**config.mk**
```make
export PLATFORM = sky130hd
export DESIGN_NAME = pipe_stage_skid_reg
export DESIGN_NICKNAME = d
export VERILOG_FILES = /design/src/rtl/pipe_stage_skid_reg.sv
export SDC_FILE = /design/constraint.sdc
export NUM_CORES = 1
export LEC_CHECK = 0
export ABC_CLOCK_PERIOD_IN_PS = 4400
export CORE_MARGIN = 2
export CORE_UTILIZATION = 30
export CTS_BUF_LIST = sky130_fd_sc_hd__clkbuf_8 sky130_fd_sc_hd__clkbuf_16
export DETAILED_ROUTE_END_ITERATION = 6
export PLACE_DENSITY_LB_ADDON = 0.08
export SYNTH_ARGS = -nofsm -noshare
export SYNTH_HDL_FRONTEND = slang
export SYNTH_SLANG_ARGS = --single-unit
export TNS_END_PERCENT = 5
```
**constraint.sdc**
```tcl
create_clock -name clk -period 4.4 [get_ports clk]
set_input_delay 0.44 -clock clk [delete_from_list [all_inputs] [get_ports clk]]
set_output_delay 0.44 -clock clk [all_outputs]
set_load 0.005 [all_outputs]
```
**src/rtl/pipe_stage_skid_reg.sv**
```systemverilog
// ---------------------------------------------------------------------------
// pipe_stage_skid_reg
//
// Pipeline stage register that carries a PC/IR pair between two stages with a
// valid/ready handshake. It has two entries: a main entry that drives the
// outputs and a skid entry. Because of the skid entry, in_ready can come
// straight from a flop and has no combinational path from out_ready. The
// stage can also flush to a NOP bubble. It keeps saturating stall and flush
// statistics for the hazard unit and for debug.
//
// Ports:
//   clk        clock; all state changes on posedge
//   rst        synchronous active-high reset
//   in_valid   upstream entry present
//   in_ready   stage can accept (registered)
//   in_pc      upstream PC       [PC_W]
//   in_ir      upstream IR       [IR_W]
//   out_valid  out_pc/out_ir hold a valid entry
//   out_ready  downstream accepts; 0 = stall
//   out_pc     registered PC     [PC_W]
//   out_ir     registered IR     [IR_W]
//   flush      discard held entries and the incoming one
//   stall_cnt  cycles with out_valid & !out_ready, saturating [CNT_W]
//   flush_cnt  valid entries discarded by flush, saturating   [CNT_W]
// ---------------------------------------------------------------------------
module pipe_stage_skid_reg #(
  parameter int              PC_W     = 32,
  parameter int              IR_W     = 32,
  parameter logic [PC_W-1:0] RESET_PC = '0,
  parameter logic [IR_W-1:0] NOP_IR   = '0,
  parameter int              CNT_W    = 16
) (
  input  logic             clk,
  input  logic             rst,
  input  logic             in_valid,
  output logic             in_ready,
  input  logic [PC_W-1:0]  in_pc,
  input  logic [IR_W-1:0]  in_ir,
  output logic             out_valid,
  input  logic             out_ready,
  output logic [PC_W-1:0]  out_pc,
  output logic [IR_W-1:0]  out_ir,
  input  logic             flush,
  output logic [CNT_W-1:0] stall_cnt,
  output logic [CNT_W-1:0] flush_cnt
);

  typedef enum logic [1:0] {
    EMPTY = 2'd0,
    ONE   = 2'd1,
    FULL  = 2'd2
  } state_t;

  localparam logic [CNT_W-1:0] CNT_MAX = '1;

  state_t            state_reg;
  logic [PC_W-1:0]   main_pc_reg, skid_pc_reg;
  logic [IR_W-1:0]   main_ir_reg, skid_ir_reg;
  logic              in_ready_reg, out_valid_reg;
  logic [CNT_W-1:0]  stall_cnt_reg, flush_cnt_reg;

  logic              in_fire, out_fire;
  logic [2:0]        held_cnt;
  logic [2:0]        flush_add;
  logic [CNT_W+1:0]  flush_sum;
  logic [CNT_W-1:0]  flush_cnt_next, stall_cnt_next;

  assign in_fire  = in_valid & in_ready_reg & ~flush;
  assign out_fire = out_valid_reg & out_ready;

  // Statistics next-values. The flush count uses in_valid & in_ready, not
  // in_fire: in_fire is already masked by flush, so it cannot show that an
  // entry was offered and then dropped.
  always_comb begin
    held_cnt = 3'd0;
    case (state_reg)
      ONE:     held_cnt = 3'd1;
      FULL:    held_cnt = 3'd2;
      default: held_cnt = 3'd0;
    endcase
    // A held entry that leaves downstream in the flush cycle is consumed, not
    // discarded. out_fire implies held_cnt >= 1, so this cannot underflow.
    flush_add = held_cnt - {2'b00, out_fire} + {2'b00, in_valid & in_ready_reg};
    flush_sum = {2'b00, flush_cnt_reg} + {{(CNT_W-1){1'b0}}, flush_add};
    flush_cnt_next = (flush_sum > {2'b00, CNT_MAX}) ? CNT_MAX : flush_sum[CNT_W-1:0];

    stall_cnt_next = stall_cnt_reg;
    if (out_valid_reg && !out_ready && (stall_cnt_reg != CNT_MAX))
      stall_cnt_next = stall_cnt_reg + 1'b1;
  end

  // The FSM keeps in_ready/out_valid registered. Each transition also sets
  // them from the state it enters. On entry to EMPTY the bubble values are
  // loaded into the main entry, so the outputs need no mux.
  always_ff @(posedge clk) begin
    if (rst) begin
      state_reg     <= EMPTY;
      main_pc_reg   <= RESET_PC;
      main_ir_reg   <= NOP_IR;
      skid_pc_reg   <= '0;
      skid_ir_reg   <= '0;
      in_ready_reg  <= 1'b1;
      out_valid_reg <= 1'b0;
      stall_cnt_reg <= '0;
      flush_cnt_reg <= '0;
    end else begin
      stall_cnt_reg <= stall_cnt_next;
      if (flush) begin
        flush_cnt_reg <= flush_cnt_next;
        state_reg     <= EMPTY;
        main_pc_reg   <= RESET_PC;
        main_ir_reg   <= NOP_IR;
        skid_pc_reg   <= '0;
        skid_ir_reg   <= '0;
        in_ready_reg  <= 1'b1;
        out_valid_reg <= 1'b0;
      end else begin
        case (state_reg)
          EMPTY: begin
            if (in_fire) begin
              main_pc_reg   <= in_pc;
              main_ir_reg   <= in_ir;
              state_reg     <= ONE;
              out_valid_reg <= 1'b1;
            end
          end
          ONE: begin
            if (in_fire && out_fire) begin
              main_pc_reg <= in_pc;
              main_ir_reg <= in_ir;
            end else if (in_fire) begin
              // Downstream stalled: park the newer entry behind main.
              skid_pc_reg  <= in_pc;
              skid_ir_reg  <= in_ir;
              state_reg    <= FULL;
              in_ready_reg <= 1'b0;
            end else if (out_fire) begin
              main_pc_reg   <= RESET_PC;
              main_ir_reg   <= NOP_IR;
              state_reg     <= EMPTY;
              out_valid_reg <= 1'b0;
            end
          end
          FULL: begin
            // in_ready is low here, so the only possible move is a drain.
            if (out_fire) begin
              main_pc_reg  <= skid_pc_reg;
              main_ir_reg  <= skid_ir_reg;
              state_reg    <= ONE;
              in_ready_reg <= 1'b1;
            end
          end
          default: begin
            state_reg     <= EMPTY;
            main_pc_reg   <= RESET_PC;
            main_ir_reg   <= NOP_IR;
            in_ready_reg  <= 1'b1;
            out_valid_reg <= 1'b0;
          end
        endcase
      end
    end
  end

  assign in_ready  = in_ready_reg;
  assign out_valid = out_valid_reg;
  assign out_pc    = main_pc_reg;
  assign out_ir    = main_ir_reg;
  assign stall_cnt = stall_cnt_reg;
  assign flush_cnt = flush_cnt_reg;

endmodule

```
After elaboration in Yosys (flattened, before gate mapping)
Index checks and enable logic that the tools add are counted.
{"block": "word_totals", "reg_bits": 164, "inputBits": 69, "out_inout_bits": 98, "elab_cells": 71}
{"block": "op_classes", "add_sub_neg": 4, "magnitude_cmp": 1, "n_eq_ne": 12, "mux": 27, "n_bitwise": 7, "n_reduce_logical": 11}
{"op": "32-bit two-way mux", "count": 8}
{"op": "32-bit case mux with 3 select lines", "count": 2}
{"op": "16-bit by 3-bit adder with 17-bit output", "count": 1}
{"op": "17-bit by 16-bit greater-than comparator with 1-bit output, second input constant", "count": 1}
{"op": "16-bit by 1-bit adder with 16-bit output, second input constant", "count": 1}
{"op": "16-bit two-way mux", "count": 1}
{"op": "16-bit inequality test, second input constant", "count": 1}
{"op": "2-bit inequality test, second input constant", "count": 6}
{"op": "4-bit AND reduction", "count": 3}
{"op": "2-bit two-way mux", "count": 5}
{"op": "3-bit inequality test, second input constant", "count": 3}
{"op": "1-bit two-way mux", "count": 7}
{"op": "1-bit case mux with 3 select lines", "count": 2}
{"op": "2-bit case mux with 3 select lines", "count": 1}
{"op": "5-bit AND reduction", "count": 1}
{"op": "1-bit inverter", "count": 4}
{"op": "2-bit case mux with 2 select lines", "count": 1}
{"op": "3-bit by 1-bit adder with 3-bit output", "count": 1}
{"op": "1-bit AND", "count": 3}
{"op": "1-bit logical AND", "count": 3}
{"op": "3-bit AND reduction", "count": 1}
{"op": "3-bit by 1-bit subtractor with 3-bit output", "count": 1}
{"op": "2-bit by 1-bit == test with 1-bit output, second input constant", "count": 1}
{"op": "2-bit == test, second input constant", "count": 1}
{"op": "other kinds (3)", "count": 3}

Logic depth before layout (Yosys ltp)
{"block": "logic_depth", "word_depth": 7, "mapped_depth": 13, "mapped_depth_nobuf": 12}

Worst setup path after synthesis
OpenSTA, ideal clock, no wires.
{"block": "synth_timing", "kind": "reg2reg", "startpoint": "register out_valid_reg, in the netlist out_valid", "endpoint": "register flush_cnt_reg[14], in the netlist flush_cnt[14]", "t_arrival_ns": 3.088, "required_time_ns": 4.309, "setup_slack_ns": 1.221, "stages_incl_launch_ff": 12, "period_less_slack_ns": 3.179, "cell_sequence": "dfxtp_1 -> nand2_1 -> a21oi_1 -> nand2b_1 -> ha_1 -> inv_1 -> fa_1 -> fa_1 -> nand2b_1 -> a2111oi_2 -> a31oi_1 -> a311oi_1"}
{"block": "synth_between", "elab_chain_cells": 6}
{"element": "start, declared", "line": "59", "source": "logic in_ready_reg, out_valid_reg;"}
{"element": "start signal, assigned", "line": "103", "source": "out_valid_reg <= 1'b0;"}
{"element": "start signal, assigned", "line": "116", "source": "out_valid_reg <= 1'b0;"}
{"element": "start signal, assigned", "line": "124", "source": "out_valid_reg <= 1'b1;"}
{"element": "1-bit AND (*)", "line": "69", "source": "assign out_fire = out_valid_reg & out_ready;"}
{"element": "3-bit by 1-bit subtractor with 3-bit output (*)", "line": "83", "source": "flush_add = held_cnt - {2'b00, out_fire} + {2'b00, in_valid & in_ready_reg};"}
{"element": "3-bit by 1-bit adder with 3-bit output (*)", "line": "83"}
{"element": "16-bit by 3-bit adder with 17-bit output (*)", "line": "84", "source": "flush_sum = {2'b00, flush_cnt_reg} + {{(CNT_W-1){1'b0}}, flush_add};"}
{"element": "17-bit by 16-bit greater-than comparator with 1-bit output", "line": "85", "source": "flush_cnt_next = (flush_sum > {2'b00, CNT_MAX}) ? CNT_MAX : flush_sum[CNT_W-1:0];"}
{"element": "16-bit two-way mux (*)", "line": "85"}
{"element": "end signal, assigned", "line": "109", "source": "flush_cnt_reg <= flush_cnt_next;"}
{"element": "end, declared", "line": "60", "source": "logic [CNT_W-1:0] stall_cnt_reg, flush_cnt_reg;"}
Mark *: on every way between the ends. The rest lies on a longest branch, timed or not.
A chain may end at the register's enable or synchronous reset.

Final worst setup path
{"block": "layout_timing", "startpoint": "input out_ready", "endpoint": "register flush_cnt_reg[12], in the netlist flush_cnt[12]"}
{"block": "layout_between", "elab_chain_cells": 6}
{"element": "start, declared", "line": "40", "source": "input logic out_ready,"}
{"element": "1-bit AND (*)", "line": "69"}
{"element": "3-bit by 1-bit subtractor with 3-bit output (*)", "line": "83"}
{"element": "3-bit by 1-bit adder with 3-bit output (*)", "line": "83"}
{"element": "16-bit by 3-bit adder with 17-bit output (*)", "line": "84"}
{"element": "17-bit by 16-bit greater-than comparator with 1-bit output", "line": "85"}
{"element": "16-bit two-way mux (*)", "line": "85"}
Marks and branches as above.

==> metrics.txt <==
outcome=finished clean; CP Launch Type=input pin; unrepaired setup endpoints after global routing=false; crit path cell chain=clkdlybuf4s50_1, nand2_1, a21oi_1, nand2b_1, ha_1, inv_1, fa_1, fa_1, nand2b_1, a2111oi_2, a31oi_1, a311oi_1; Hold-fix buffers, CTS=0; # port buffers=~170; DR vias/cell=5.19; mapped cell area=about 6600 um^2; period utilization=0.842; Final Instance Area=slightly above 9000 um^2; number of nets still failing antenna checks after routing=0; Lkg Pwr=2.91 nW; CTS max path bufs=2; routed length per instance=approximately 16 um; std cell rows=54; crit path to=flush_cnt[12]; postcts setup bufs=0; total of max-cap violations=0; Hold Crit Start=skid_pc_reg[4]; largest net degree at the start of global routing=85; Reg2Reg Setup Slack=around 0.70 ns; number of global-route vias before repair=between 5000 and 6000; latest clock arrival within the worst-skew pair=0.42 ns; cell accounting for the most synthesized area=dfxtp_1; synthesis warning total=0; setup TNS=0 ns; CP top delay family=compound AO/OA/AOI/OAI gates; Async SR Flop Fraction=0; CP max FO=6; post-CTS sizing=0; Remaining DRCs=0; Power Density=365 nW/um^2; syn nets=820; CP max stage delay=0.72 ns; part of the Yosys area used for sequential elements=0.494; htree depth=4; #FFs+latches synth=164; peak supply drop=253 uV; unique cell type count in the Yosys netlist=50; die area=23400 um^2; fin crit period=3.70 ns; Clock transition at path regs=~0.07 ns; Design Power=around 3.3 mW; overall routing resource usage=0.164; width of the chip=153 um; Data required, critical path=between 4 and 5 ns; Worst Path Buf+Inv=2; slowest CP cell=a2111oi_2; R2R Path End=flush_cnt[12]; Synth Flop Type=dfxtp_1; Die Y=roughly 150 um; CP arrival=between 4 and 5 ns; Area Overhead vs Synth=37.9%; worst slew pin tran=0.873 ns; syn_area_per_cell=about 9 um^2; clk sinks=164; Worst Setup SP=out_ready; final hold slack=0.457 ns; Post-DP Area=8540 um^2; most common cell after layout, fill and taps aside=clkdlybuf4s50_1; Hold Path Class=reg2reg; CTS buffer count=17; Top Ports=167; Synth area leaders=dfxtp_1, o2bb2ai_1, nand2_1, a22oi_1, a21oi_1; endpoints failing hold=0; first drt pass iteration count=5; Max Fclk=0.270 GHz; RR Startpoint=out_valid; Starting Density=0.305; vias=6092; HPWL after DPL=12300 um; CP Depth=12; highest-count cells in the layout ignoring fill and taps=clkdlybuf4s50_1, dfxtp_1, nand2_1; first-pass GRT wire length=31500 um; Post-synth EDFFs=0; CTS tree=yes; FILL cells=2123; Initial DRC Count=285; Final Skew=0.0133 ns; drt total wl=19200 um; final setup violating endpoints=0; layout cell share with drive strength beyond 1=0.0582; ANT cells=0; R2R depth=11; Crit Path Category=in2reg; nets@finish=957; initial antenna violation count=0; Synth top area share=0.494; Mapped Cells=744; Core Area=21800 um^2; Relative slew margins=0.417; routability cong.=0.775; grt total ovfl=0; Slew Viols, Final=0; critical path endpoint category=register; CTS root buf=clkbuf_16
through the flow:
stage	worst slack [ns]	util	cells
global route	0.427	0.421	1173
finish	0.696	0.421	1173
global placement	0.430	0.392	1142
CTS	0.704	0.421	1173
detailed placement	0.290	0.392	1142
floorplan	1.22	-	744
power by group:
part	leakage [nW]	internal [mW]	switching [mW]	total, mW
sequential	1.32	1.50	0.0147	1.52
combinational	1.27	0.119	0.114	0.233
clock	0.310	0.959	0.637	1.60
synth_stat cells, drive strengths merged (2+ instances only):
cell type and instances:
mux2 3, ha 5, a31oi 10, o31ai 5
and3 7, or4 4, nand2b 6, or2 2
clkbuf 40, nor3b 2, inv 11, a22oi 64
nand2 143, o21bai 7, o21ai 4, buf 17
a311oi 6, and2 3, mux2i 2, nor4 5
nand4 7, nor3 9, nand3b 3, or3 5
nor2b 5, a21oi 85, o211ai 3, fa 2
nor2 23, a211oi 8, nor4b 2, o2bb2ai 64
dfxtp 164, nand3 7
tightest hold or removal path, delay by kind of cell (launching register included):
kind | cells | cell delay [ns]
compound gates | 1 | 0.05
simple gates | 1 | 0.05
flops | 1 | 0.31
cell type report:
cell class | instances | area (um^2) | area share
timing repair buffer | 175 | 1750 | 0.192
clock inverter | 14 | 199 | 0.0217
tap | 280 | 350 | 0.0382
inverter | 11 | 41.3 | 0.00451
multi-input combinational | 512 | 3110 | 0.339
sequential | 164 | 3280 | 0.358
clock buffer | 17 | 425 | 0.0464
layer usage:
metal	part of all wire	global-route usage	up-vias	routed length (um)
met5	0	0	-	0
li1	-	-	3010	-
met2	0.48	0.280	162	9290
met1	0.46	0.209	2905	8870
met4	0.011	0.0401	0	204
met3	0.045	0.0380	15	867
how the worst min path moves through the flow:
stage | end | slack (ns) | cells past startpoint
global route | skid_ir_reg[12] | 0.48 | 2
CTS | skid_pc_reg[24] | 0.46 | 2
global placement | skid_pc_reg[28] | 0.44 | 2
floorplan | skid_ir_reg[0] | 0.44 | 2
finish | skid_pc_reg[4] | 0.46 | 2
detailed placement | out_ir[29] | 0.45 | 1
kinds of logic (layout without fill, tap and decap cells):
family | count (synthesis) | count (layout) | synth area share
buffers and inverters | 68 | 217 | 0.0414
xor gates and xnor gates | 2 | 2 | 0.00264
adders and majority gates | 7 | 7 | 0.0154
DFF | 164 | 164 | 0.494
AOI/OAI and AO/OA | 262 | 262 | 0.276
and+or+nand+nor | 236 | 236 | 0.163
muxes | 5 | 5 | 0.00810
(Power assumes the default switching activity.)
